--- src/rtl/cosh_arbiter.sv ---
// rtl/cosh_arbiter.sv - two-requester round-robin front end for a shared cosh engine
module cosh_arbiter #(
  parameter int TIMEOUT_CYC = 255
) (
  input  logic        clk,
  input  logic        rst,
  input  logic        req0,
  input  logic        req1,
  input  logic [15:0] x0,
  input  logic [15:0] x1,
  output logic        ack0,
  output logic        ack1,
  output logic [1:0]  res_int,
  output logic [15:0] res_frac,
  output logic        res_err,
  output logic        eng_start,
  output logic [15:0] eng_x,
  input  logic        eng_done,
  input  logic [1:0]  eng_int,
  input  logic [15:0] eng_frac,
  output logic        busy
);

  localparam logic [1:0] S_IDLE  = 2'd0;
  localparam logic [1:0] S_START = 2'd1;
  localparam logic [1:0] S_WAIT  = 2'd2;
  localparam logic [1:0] S_RESP  = 2'd3;

  localparam logic [8:0] LP_TIMEOUT = 9'(TIMEOUT_CYC);

  logic [1:0]  r_state;
  logic [7:0]  r_cnt;
  logic        r_gnt;
  logic        r_last;
  logic [15:0] r_eng_x;
  logic        r_ack0;
  logic        r_ack1;
  logic [1:0]  r_res_int;
  logic [15:0] r_res_frac;
  logic        r_res_err;

  logic        w_gnt;
  logic [8:0]  w_cnt_inc;
  logic        w_timeout;

  // On a tie the requester not served last wins; a lone request wins outright.
  assign w_gnt     = (req0 & req1) ? ~r_last : req1;
  // The timeout fires on the edge where the wait counter would reach TIMEOUT_CYC.
  assign w_cnt_inc = {1'b0, r_cnt} + 9'd1;
  assign w_timeout = (w_cnt_inc == LP_TIMEOUT);

  assign ack0      = r_ack0;
  assign ack1      = r_ack1;
  assign res_int   = r_res_int;
  assign res_frac  = r_res_frac;
  assign res_err   = r_res_err;
  assign eng_x     = r_eng_x;
  assign eng_start = (r_state == S_START);
  assign busy      = (r_state != S_IDLE);

  // Transaction sequencer: grant, start engine, wait for done or timeout, respond.
  always_ff @(posedge clk or posedge rst) begin
    if (rst) begin
      r_state    <= S_IDLE;
      r_cnt      <= '0;
      r_gnt      <= 1'b0;
      r_last     <= 1'b1;
      r_eng_x    <= '0;
      r_ack0     <= 1'b0;
      r_ack1     <= 1'b0;
      r_res_int  <= '0;
      r_res_frac <= '0;
      r_res_err  <= 1'b0;
    end else begin
      r_ack0 <= 1'b0;
      r_ack1 <= 1'b0;
      case (r_state)
        S_IDLE: begin
          if (req0 | req1) begin
            r_gnt   <= w_gnt;
            r_eng_x <= w_gnt ? x1 : x0;
            r_state <= S_START;
          end
        end
        S_START: begin
          r_cnt   <= '0;
          r_state <= S_WAIT;
        end
        S_WAIT: begin
          r_cnt <= w_cnt_inc[7:0];
          // Done takes priority over a timeout landing on the same edge.
          if (eng_done) begin
            r_res_int  <= eng_int;
            r_res_frac <= eng_frac;
            r_res_err  <= 1'b0;
            r_ack0     <= ~r_gnt;
            r_ack1     <= r_gnt;
            r_state    <= S_RESP;
          end else if (w_timeout) begin
            r_res_int  <= '0;
            r_res_frac <= '0;
            r_res_err  <= 1'b1;
            r_ack0     <= ~r_gnt;
            r_ack1     <= r_gnt;
            r_state    <= S_RESP;
          end
        end
        S_RESP: begin
          r_last  <= r_gnt;
          r_state <= S_IDLE;
        end
        default: r_state <= S_IDLE;
      endcase
    end
  end

endmodule

--- config.mk ---
export PLATFORM = sky130hd
export DESIGN_NAME = cosh_arbiter
export DESIGN_NICKNAME = d
export VERILOG_FILES = /design/src/rtl/cosh_arbiter.sv
export SDC_FILE = /design/constraint.sdc
export NUM_CORES = 1
export LEC_CHECK = 0
export ABC_AREA = 1
export CELL_PAD_IN_SITES_DETAIL_PLACEMENT = 1
export CELL_PAD_IN_SITES_GLOBAL_PLACEMENT = 2
export CORE_ASPECT_RATIO = 1.1
export CORE_UTILIZATION = 24
export DETAILED_ROUTE_END_ITERATION = 10
export PLACE_DENSITY_LB_ADDON = 0.15
export REMOVE_ABC_BUFFERS = 1
export SYNTH_ARGS = -nofsm -noshare
export SYNTH_HDL_FRONTEND = slang
export SYNTH_SLANG_ARGS = --single-unit
--- constraint.sdc ---
create_clock -name clk -period 2.2 [get_ports clk]
set_clock_uncertainty 0.2 [all_clocks]
set_input_delay 0.22 -clock clk [delete_from_list [all_inputs] [get_ports clk]]
set_output_delay 0.22 -clock clk [all_outputs]
set_load 0.01 [all_outputs]
==> results.toml <==
[sta]
clock.fmax_ghz = 0.476
hold_slack_ns = 0.0291
relSlewSlack_pct = 64.0
tightestPinTransition_ns = 0.539
slew_violations = 0
hold_viol = 0
setup_tns_ns = 0
period_share_pct = 95.5
rsz0062_at_grt = "false"
period_minus_slack_ns = 2.10
setup_viol = 0

[synth]
synth_cells = 272
yosys.area.top_type = "dfrtp_1"
netlist_area_sq_um = 2290
ys_seq_area_share_pct = 53.5
yosys-mux-area-fraction_pct = 0
yosys_register_bits = 49
synthXorXnorAreaFrac_pct = 0
synth_top_family_by_area = "simple AND/OR/NAND/NOR gates"
synth-simple-area-share_pct = 26.2
ys.warnings.count = 0
synth_compound_area_share_pct = 10.5
synth_cell_type_count = 21
synth_top_cell_area_share_pct = 52.4
synth.avg_cell_area_sq_um = 8.43
synth_fa_ha_area_share_pct = 3.28
synth_area_leaders = "dfrtp_1 52%, nand2_1 12%, nand3_1 6.3%"

[layout]
final_cell_mix = "93 x clkdlybuf4s50_1, 71 x nand2_1, 48 x dfrtp_1"
n_antenna_cell = 0
layout_commonest_cell = "clkdlybuf4s50_1"
drive_above_1_share_pct = 10.2
syn2layout_area_growth_pct = 52.7
final_nets = 433
nFillCells = 1120

[critical_path]
cp.arrival_ns = 1.68
crit_chain = "inv_1 > ha_1 > inv_1 > clkdlybuf4s50_1"
critical_path_buf_inv_count = 3
cp.required_ns = 1.78
cpPeakStageDelay_ns = 0.54
path_delay_family = "buffers and inverters"
critical_path_class = "flip-flop to output port"
cp_common_cell = "inv_1"
rr_worst_depth = 11
r2r_slack_ns = 0.23
r2r-start = "r_cnt[0]"
startpoint_type = "flip-flop"
end_kind = "output port"
r2r-end = "res_frac[0]"
crit_fanout = 4
cp_slowest_cell = "clkdlybuf4s50_1"

[floorplanning]
ios = 94
core_area_sq_um = 9310
die-area_sq_um = 9950
row_count = 37
fp.dieH_um = 105
initial_core_util_pct = 24.6
die_w_um = 95.2

[power_and_ir_drop]
power.density_nw_per_um2 = 1170
sw_frac_of_total_pct = 38.0
pwr-share-clk_pct = 13.1
combPwrFrac_pct = 49.9
p_sw_w = 0.00156
p_leak_nw = 1.56
p_int_w = 0.00254
peakVddDrop_mv = 0.396
pwr-share-seq_pct = 37.1

[global_routing]
grt_usage_pct = 15.0
grt_pass1_wl_um = 11500
grt_start_max_net_pins = 20
gr-total-overflow = 0
grt_antenna_before_repair = 0
grt_pass1_vias = 2326

[flow_run]
drv_cap = 0

[drt]
antenna_left = 0
wl_met1_um = 2930
route.top_layer_used = "met4"
vias = 2137
wl_met2_um = 3350
wl_um = 6820
avgViaCountPerCell = 4.36
drtIter0Drc = 55
drtPass1Iterations = 4
drc = 0
wl_per_cell_um = 13.9
wl_met3_um = 466

[placement]
gp_congestion = 0.715
hpwl_um = 5100
port_buffers = 93

[clock_tree]
cts_num_sinks = 49
root_buffer = "clkbuf_8"
cts_max_path_buffers = 2
cts_tree = "done"
clock_latency_ns = 0.31
hold_buffers = 0
cts_htree_levels = 2
post_cts_buffers = 0
cts_buffers = 5
clk_pin_slew_ns = 0.10

[worst_hold_path]
hold_path_class = "input pin to asynchronous set/reset pin"

[run_status]
outcome = "finished, final reports clean"
[logic make-up (layout without fill, tap and decap cells)]
logic type / Yosys count / in the layout
flops: 49 / 49
buf+inv: 33 / 134
simple gates: 138 / 138
compound gates: 46 / 46
fa+ha+maj: 6 / 6
[routing by layer]
metal  GRT usage [%]  up-vias
met5               0        -
met4            3.90        0
met3            4.90        6
met2            25.1       60
met1            18.2      994
li1                -     1077
[cell usage after synthesis]
cell,count
nand4_1,2
clkbuf_1,7
inv_1,20
nand2_1,71
or2_2,1
o21ai_1,10
inv_2,1
a21oi_1,1
dfrtp_1,48
o21ai_0,29
nor2_1,21
nand3_1,29
dfstp_2,1
buf_6,3
o22ai_1,5
ha_1,6
a21oi_2,1
nor2_2,3
nand2_2,10
nand3_2,1
buf_2,2
[through the flow]
stage / utilization, % / setup WS [ns] / cells / total power, W / area, sq um
finish: 37.6 / 0.0989 / 490 / 0.00410 / 3500
global route: 37.6 / 0.00220 / 490 / 0.00446 / 3500
CTS: 37.6 / 0.0777 / 490 / 0.00418 / 3500
detailed placement: 36.7 / 0.183 / 482 / 0.00362 / 3410
global placement: 36.7 / 0.218 / 482 / 0.00360 / 3410
floorplan: - / 0.301 / 260 / 0.00242 / 2220
[area by class of cell]
type,instances,area (sq um),share of cell area [%]
flip-flops and latches,49,1230,35.1
clock buffers,7,76.3,2.18
multi-input cells,190,918,26.2
well taps,117,146,4.18
repair buffers,105,1050,29.9
inverters,21,78.8,2.25
clock inverters,1,7.51,0.214
[power by group through the flow]
stage / clock (W) / combinational [W] / sequential, W
3_5_place_dp: 0 / 0.00208 / 0.00154
5_1_grt: 0.000596 / 0.00230 / 0.00157
4_1_cts: 0.000562 / 0.00209 / 0.00153
3_3_place_gp: 0 / 0.00206 / 0.00154
2_1_floorplan: 0 / 0.000766 / 0.00166
6_report: 0.000535 / 0.00204 / 0.00152
[sequential cells by signal, summed over array words and instances, names as in the netlist]
register and cells:
ack0 1, ack1 1, eng_x 16, r_cnt 8, r_gnt 1, r_last 1
r_state 2, res_err 1, res_frac 16, res_int 2
[worst max path at each step]
stage	start	endpoint	slack [ns]	cells after the start
floorplan	r_state[0]	res_err	0.30	5
global placement	r_cnt[0]	res_frac[9]	0.22	12
detailed placement	r_cnt[0]	res_frac[0]	0.18	12
CTS	r_state[0]	busy	0.08	4
global route	r_cnt[0]	res_frac[0]	0.002	13
finish	r_state[0]	busy	0.1	4
[repair_timing]
| item | 4_1_cts | 5_1_grt |
|---|---|---|
| setup endpoints to repair | 0 | 14 |
| resized for setup | 0 | 2 |
| hold endpoints to repair | 0 | 0 |
(Power assumes the default switching activity.)
